==> src/rtl/ddr_wr_arbiter.sv <==
// ddr_wr_arbiter: round-robin sharing of one DDR write engine between NUM_CH
// write-address controllers, with a stretched per-channel done level.
module ddr_wr_arbiter #(
  parameter int NUM_CH       = 4,
  parameter int ADDR_WIDTH   = 30,
  parameter int WR_NUM_WIDTH = 28,
  parameter int DONE_HOLD    = 8
) (
  input  logic                             clk,
  input  logic                             rst,
  input  logic [NUM_CH-1:0]                req_valid,
  input  logic [NUM_CH*ADDR_WIDTH-1:0]     req_addr,
  input  logic [NUM_CH*WR_NUM_WIDTH-1:0]   req_num,
  output logic [NUM_CH-1:0]                req_done,
  output logic [NUM_CH-1:0]                req_overrun,
  output logic                             ddr_wr_valid,
  input  logic                             ddr_wr_ready,
  output logic [ADDR_WIDTH-1:0]            ddr_wr_addr,
  output logic [WR_NUM_WIDTH-1:0]          ddr_wr_num,
  input  logic                             ddr_wr_done,
  output logic [$clog2(NUM_CH)-1:0]        grant_id,
  output logic                             busy
);
  localparam int IW = $clog2(NUM_CH);
  localparam int CW = $clog2(DONE_HOLD);
  typedef enum logic [1:0] {IDLE, ISSUE, WAIT, HOLD} state_e;
  state_e                  state_q;
  logic [NUM_CH-1:0]       vld_q, pend_q, pend_d, ovr_q, done_q, rise, clr;
  logic [ADDR_WIDTH-1:0]   addr_q [NUM_CH];
  logic [WR_NUM_WIDTH-1:0] num_q [NUM_CH];
  logic [ADDR_WIDTH-1:0]   waddr_q;
  logic [WR_NUM_WIDTH-1:0] wnum_q;
  logic [IW-1:0]           rr_q, sel, idx, grant_q;
  logic [CW-1:0]           cnt_q;
  logic                    found, valid_q, busy_q;
  // Scan from the highest offset down so the channel nearest rr wins.
  always_comb begin
    found = 1'b0;
    sel   = '0;
    idx   = '0;
    for (int i = NUM_CH - 1; i >= 0; i--) begin
      idx = IW'((int'(rr_q) + i) % NUM_CH);
      if (pend_q[idx]) begin
        found = 1'b1;
        sel   = idx;
      end
    end
  end
  assign rise   = req_valid & ~vld_q;
  assign clr    = (state_q == IDLE && found) ? NUM_CH'(1) << sel : '0;
  assign pend_d = rise | (pend_q & ~clr);
  assign req_done     = done_q;
  assign req_overrun  = ovr_q;
  assign ddr_wr_valid = valid_q;
  assign ddr_wr_addr  = waddr_q;
  assign ddr_wr_num   = wnum_q;
  assign grant_id     = grant_q;
  assign busy         = busy_q;
  always_ff @(posedge clk or posedge rst) begin
    if (rst) begin
      state_q <= IDLE;
      vld_q   <= '0;
      pend_q  <= '0;
      ovr_q   <= '0;
      done_q  <= '0;
      rr_q    <= '0;
      grant_q <= '0;
      cnt_q   <= '0;
      waddr_q <= '0;
      wnum_q  <= '0;
      valid_q <= 1'b0;
      busy_q  <= 1'b0;
      for (int k = 0; k < NUM_CH; k++) begin
        addr_q[k] <= '0;
        num_q[k]  <= '0;
      end
    end else begin
      vld_q  <= req_valid;
      pend_q <= pend_d;
      ovr_q  <= ovr_q | (rise & pend_q & ~clr);
      for (int k = 0; k < NUM_CH; k++) begin
        if (rise[k]) begin
          addr_q[k] <= req_addr[k*ADDR_WIDTH +: ADDR_WIDTH];
          num_q[k]  <= req_num[k*WR_NUM_WIDTH +: WR_NUM_WIDTH];
        end
      end
      case (state_q)
        IDLE: if (found) begin
          grant_q <= sel;
          waddr_q <= addr_q[sel];
          wnum_q  <= num_q[sel];
          rr_q    <= (sel == IW'(NUM_CH - 1)) ? '0 : sel + 1'b1;
          valid_q <= 1'b1;
          busy_q  <= 1'b1;
          state_q <= ISSUE;
        end
        ISSUE: if (ddr_wr_ready) begin
          valid_q <= 1'b0;
          state_q <= WAIT;
        end
        WAIT: if (ddr_wr_done) begin
          cnt_q   <= CW'(DONE_HOLD - 1);
          done_q  <= NUM_CH'(1) << grant_q;
          state_q <= HOLD;
        end
        HOLD: if (cnt_q == '0) begin
          done_q  <= '0;
          busy_q  <= 1'b0;
          state_q <= IDLE;
        end else begin
          cnt_q <= cnt_q - 1'b1;
        end
        default: state_q <= IDLE;
      endcase
    end
  end
endmodule
==> config.mk <==
export PLATFORM = sky130hd
export DESIGN_NAME = ddr_wr_arbiter
export DESIGN_NICKNAME = d
export VERILOG_FILES = /design/src/rtl/ddr_wr_arbiter.sv
export SDC_FILE = /design/constraint.sdc
export NUM_CORES = 1
export LEC_CHECK = 0
export BUFFER_PORTS_ARGS = -buffer_cell sky130_fd_sc_hd__buf_2
export CORE_MARGIN = 1
export CORE_UTILIZATION = 30
export CTS_BUF_LIST = sky130_fd_sc_hd__clkbuf_8
export CTS_CLUSTER_SIZE = 20
export DETAILED_ROUTE_END_ITERATION = 10
export GPL_ROUTABILITY_DRIVEN = 1
export SLEW_MARGIN = 10
export SYNTH_ARGS = -nofsm -noshare
export SYNTH_HDL_FRONTEND = slang
export SYNTH_SLANG_ARGS = --single-unit
==> constraint.sdc <==
create_clock -name clk -period 26.5 [get_ports clk]
set_clock_uncertainty 0.05 [all_clocks]
set_input_delay 2.65 -clock clk [delete_from_list [all_inputs] [get_ports clk]]
set_output_delay 2.65 -clock clk [all_outputs]
set_load 0.01 [all_outputs]
# [Yosys cells after proc, flatten, opt, wreduce, memory -nomap -nowiden]
# Index checks and enable logic that the tools add are counted.
[totals] reg_bits=317 in_bits=240 out_inout_bits=70 wordCells=102
[op_classes] add_sub_neg=5 n_lt_le_gt_ge=5 eq_ne=9 shifts=2 muxes=40 n_bitwise=9 reduce_logical=12
[ops] op="$bmux 30 s2" count=1
[ops] op="$mux 30" count=2
[ops] op="$bmux 28 s2" count=1
[ops] op="$mux 28" count=2
[ops] op="$mux 2" count=9
[ops] op="$and 4x4->4" count=4
[ops] op="$lt 2x3->1 const B" count=4
[ops] op="$mux 4" count=3
[ops] op="$reduce_and 3->1" count=4
[ops] op="$mux 1" count=11
[ops] op="$ne 2x2->1 const B" count=5
[ops] op="$bmux 1 s2" count=4
[ops] op="$not 4->4" count=2
[ops] op="$or 4x4->4" count=2
[ops] op="$pmux 2 s4" count=1
[ops] op="$pmux 4 s2" count=1
[ops] op="$shl 1x2->4 const A" count=2
[ops] op="$eq 2x2->1 const B" count=3
[ops] op="$mux 3" count=2
[ops] op="$pmux 3 s2" count=1
[ops] op="$reduce_bool 2->1" count=3
[ops] op="$add 2x1->2 const B" count=2
[ops] op="$add 2x2->2 const B" count=2
[ops] op="$pmux 1 s2" count=2
[ops] op="other kinds (9)" count=9

# [Longest topological paths before layout]
[depth] depth_word=12 depth_mapped=8 ltp_nobuf=7

# [Worst setup path after synthesis]
# OpenSTA, ideal clock, no wires.
[synth_path] kind="input to register" startpoint="in req_valid[3]" endpoint="reg addr_q[10] (netlist bit)" setup_ps=125 arrival_time_ps=3642 required_ps=26325 setup_slack_ps=22683 stages=4 n_path_buf=2 cell_sequence="nor2b_1 > clkbuf_1 > clkbuf_1 > mux2_2"
[synth_via] elab_chain_len=1
[synth_rtl] item="start: declaration" line_no="11" rtl="input logic [NUM_CH-1:0] req_valid,"
[synth_rtl] item="$and 4x4->4" line_no="49" rtl="assign rise = req_valid & ~vld_q;"
[synth_rtl] item="end signal: indexed assignment" line_no="83" rtl="addr_q[k] <= req_addr[k*ADDR_WIDTH +: ADDR_WIDTH];"
[synth_rtl] item="end: declaration" line_no="29" rtl="logic [ADDR_WIDTH-1:0] addr_q [NUM_CH];"
# Every way passes these cells.
# A chain may end at the register's enable or synchronous reset.

==> summary.md <==
| Metric | Value |
|---|---|
| Synth warnings | `0` |
| Pwr dens | `about 100 nW/um^2` |
| Status | `complete, no violations` |
| Cell Count, Final, Fillers Out | `about 2,100` |
| # setup viols final | `0` |
| Initial antenna violation count | `17` |
| CTS buffer count | `between 50 and 60` |
| Slew @ Worst Pin | `1060 ps` |
| Critical path type | `in2async` |
| Post-synth top flop | `dfrtp_1` |
| Max clock buf depth | `3` |
| Largest area contributor in the netlist | `dfrtp_1` |
| Clock root buffer | `clkbuf_8` |
| CP peak stage delay | `between 800 and 900 ps` |
| Global-route wire length before repair | `roughly 62,000 um` |
| Crit. path cell count | `4` |
| Starting Density | `roughly 30%` |
| GP Congestion | `between 0.7 and 0.8` |
| Crit path launch type | `input pin` |
| Post-DRT Antenna Nets | `0` |
| Data required, critical path | `around 27,000 ps` |
| Share of layout cells above drive strength 1 | `40.3%` |
| Top-count cell post-synth | `dfrtp_1` |
| Gr ovfl total | `0` |
| Die Y | `~220 um` |
| Layout area overhead | `24.7%` |
| Design area | `17,000 sq um` |
| Vias/cell | `4.86` |
| Pleak | `between 7 and 8 nW` |
| CTS sink cnt | `roughly 320` |
| CP arrival | `5080 ps` |
| Reg2reg path depth | `9` |
| Worst Path Max Fanout | `99` |
| Worst path bufs/invs | `4` |
| Maximum VDD drop | `about 0.0001 V` |
| Post-cts hold buffer count | `0` |
| Die Wd | `215 um` |
| DR WL/cell | `between 15 and 20 um` |
| Mean Syn Cell Area | `12.0 sq um` |
| Synth top area share | `58.2%` |
| Relative slew slack | `29.7%` |
| Synth area leaders | `dfrtp_1 58%, mux2_2 14%, nand2_1 5.2%, mux2i_1 4.2%, a211oi_1 3.2%` |
| HP Class | `reg2reg` |
| Port bufs | `approximately 310` |
| Cell Count Post-Placement | `a little under 2,000` |
| Top achievable clock speed | `between 0.2 and 0.25 GHz` |
| Final TNS setup | `0 ps` |
| MaxCap Viol Count | `0` |
| RSZ-0062 raised after global routing | `no` |
| Hold WS | `between 400 and 500 ps` |
| Hold-critical path depth | `1` |
| H-Tree Depth | `2` |
| Top cell by count, worst path | `buf_4` |
| Core ar. | `between 40,000 and 50,000 sq um` |
| Fill count | `around 4,500` |
| HPWL Detailed | `~25,000 um` |
| Tmin final | `4530 ps` |
| DR iter-0 viols | `between 700 and 800` |
| Final Total Pwr | `~1.8 mW` |
| Vias in the first global route | `approximately 11,000` |
| Setup ws final | `about 22,000 ps` |
| CTS tree | `done` |
| Fin util | `between 30% and 40%` |
| Top delay family on crit path | `buffers and inverters` |
| Post-synth cell types | `37` |
| Largest net degree at the start of global routing | `100` |
| Cells after synthesis | `approximately 1,100` |
| DRT Pass-1 Iters | `5` |
| Asr flop ratio synth | `100%` |
| Die area | `approximately 46,000 sq um` |
| Top Ports | `310` |
| Clock latency on the worst-skew pair | `approximately 620 ps` |
| Post-Syn Nets | `about 1,400` |
| DRC viols | `0` |
| Site Rows | `77` |
| Max Slew Vio Count | `0` |
| Crit path cell chain | `buf_2 -> inv_8 -> buf_4 -> buf_4` |
| CP endpoint kind | `asynchronous set/reset pin` |
| Post-synth EDFFs | `0` |
| Final Hold Fails | `0` |
| Sequential fraction of the synthesis area | `58.2%` |
| Crit-path slowest cell | `buf_4` |
| Final worst path period share | `17.1%` |
| # resized after CTS | `0` |
| FF+latch count, synth | `roughly 320` |
| DRT Wirelength | `39,400 um` |
| Top cells by count, synth | `317 x dfrtp_1, 189 x nand2_1, 175 x mux2_2` |
| Gr usage total | `between 15 and 20%` |
| Worst-path clk slew | `around 60 ps` |
| Setup repair bufs after CTS | `0` |
| Via count | `just over 10,000` |
| Synth Cell Area | `approximately 14,000 sq um` |
| Final #Nets | `1,689` |
| DP Area | `15,800 sq um` |
| Pre-CTS setup slack | `21,160 ps` |
-- sequential cells by signal, indices dropped and copies added (netlist names) --
name and count:
addr_q 120, busy 1, cnt_q 3, ddr_wr_addr 30, ddr_wr_num 28, ddr_wr_valid 1, grant_id 2, num_q 112
pend_q 4, req_done 4, req_overrun 4, rr_q 2, state_q 2, vld_q 4
-- routing by layer --
metal | part of all wire, % | GRT usage [%] | vias to the layer above | wire (um)
met5 | 0.26 | 0 | - | 103
met4 | 2.5 | 5.89 | 18 | 971
met3 | 7.1 | 5.25 | 82 | 2800
met2 | 46 | 27.4 | 306 | 18200
met1 | 44 | 21.8 | 5046 | 17300
li1 | - | - | 4694 | -
-- layout by cell type, fill, tap and decap left out, drive strengths merged, types with 10 or more instances in the layout --
master  netlist  final
buf          16    326
dfrtp       317    317
nand2       189    189
mux2        175    175
clkbuf       68     70
o21ai        67     67
nor3b        59     59
a211oi       59     59
mux2i        57     57
o22ai        57     57
inv          13     39
nor2b        10     10
-- where the power goes --
part	total (mW)	switching (mW)	leakage [nW]	internal [mW]
Clock	0.463	0.206	0.693	0.257
Sequential	0.662	0.0641	3.73	0.598
Combinational	0.644	0.386	3.53	0.258
Total	1.77	0.656	7.95	1.11
-- path summary, 6_finish.rpt --
kind / slack (ps) / startpoint / to
setup / recovery: 21970 / rst / num_q[23]$_DFFE_PP0P_
hold / removal: 410 / cnt_q[0]$_DFFE_PP0P_ / cnt_q[0]$_DFFE_PP0P_
setup reg to reg: 22810 / pend_q[3]$_DFF_PP0_ / ddr_wr_num[19]$_DFFE_PP0P_
hold reg to reg: 410 / cnt_q[0]$_DFFE_PP0P_ / cnt_q[0]$_DFFE_PP0P_
max in group clk: 22560 / grant_id[1]$_DFFE_PP0P_ / grant_id[1]
min in group asynchronous: 2070 / rst / addr_q[49]$_DFFE_PP0P_
-- kinds of logic after synthesis --
logic type                 Yosys count  share of synthesized area [%]
adders and majority gates            8                          0.734
AOI/OAI and AO/OA                  211                           10.0
buffers and inverters               97                           2.71
muxes                              232                           18.6
DFF                                317                           58.2
and+or+nand+nor                    276                           9.74
-- cell type report --
cell class / count / area [sq um] / share of cell area [%]
antenna: 7 / 17.5 / 0.103
clock buffer: 70 / 963 / 5.66
clock inverter: 35 / 200 / 1.18
inverter: 13 / 56.3 / 0.331
multi-input combinational: 727 / 5420 / 31.9
sequential: 317 / 7930 / 46.6
tap: 592 / 741 / 4.36
timing repair buffer: 326 / 1670 / 9.84
(Power assumes the default switching activity.)
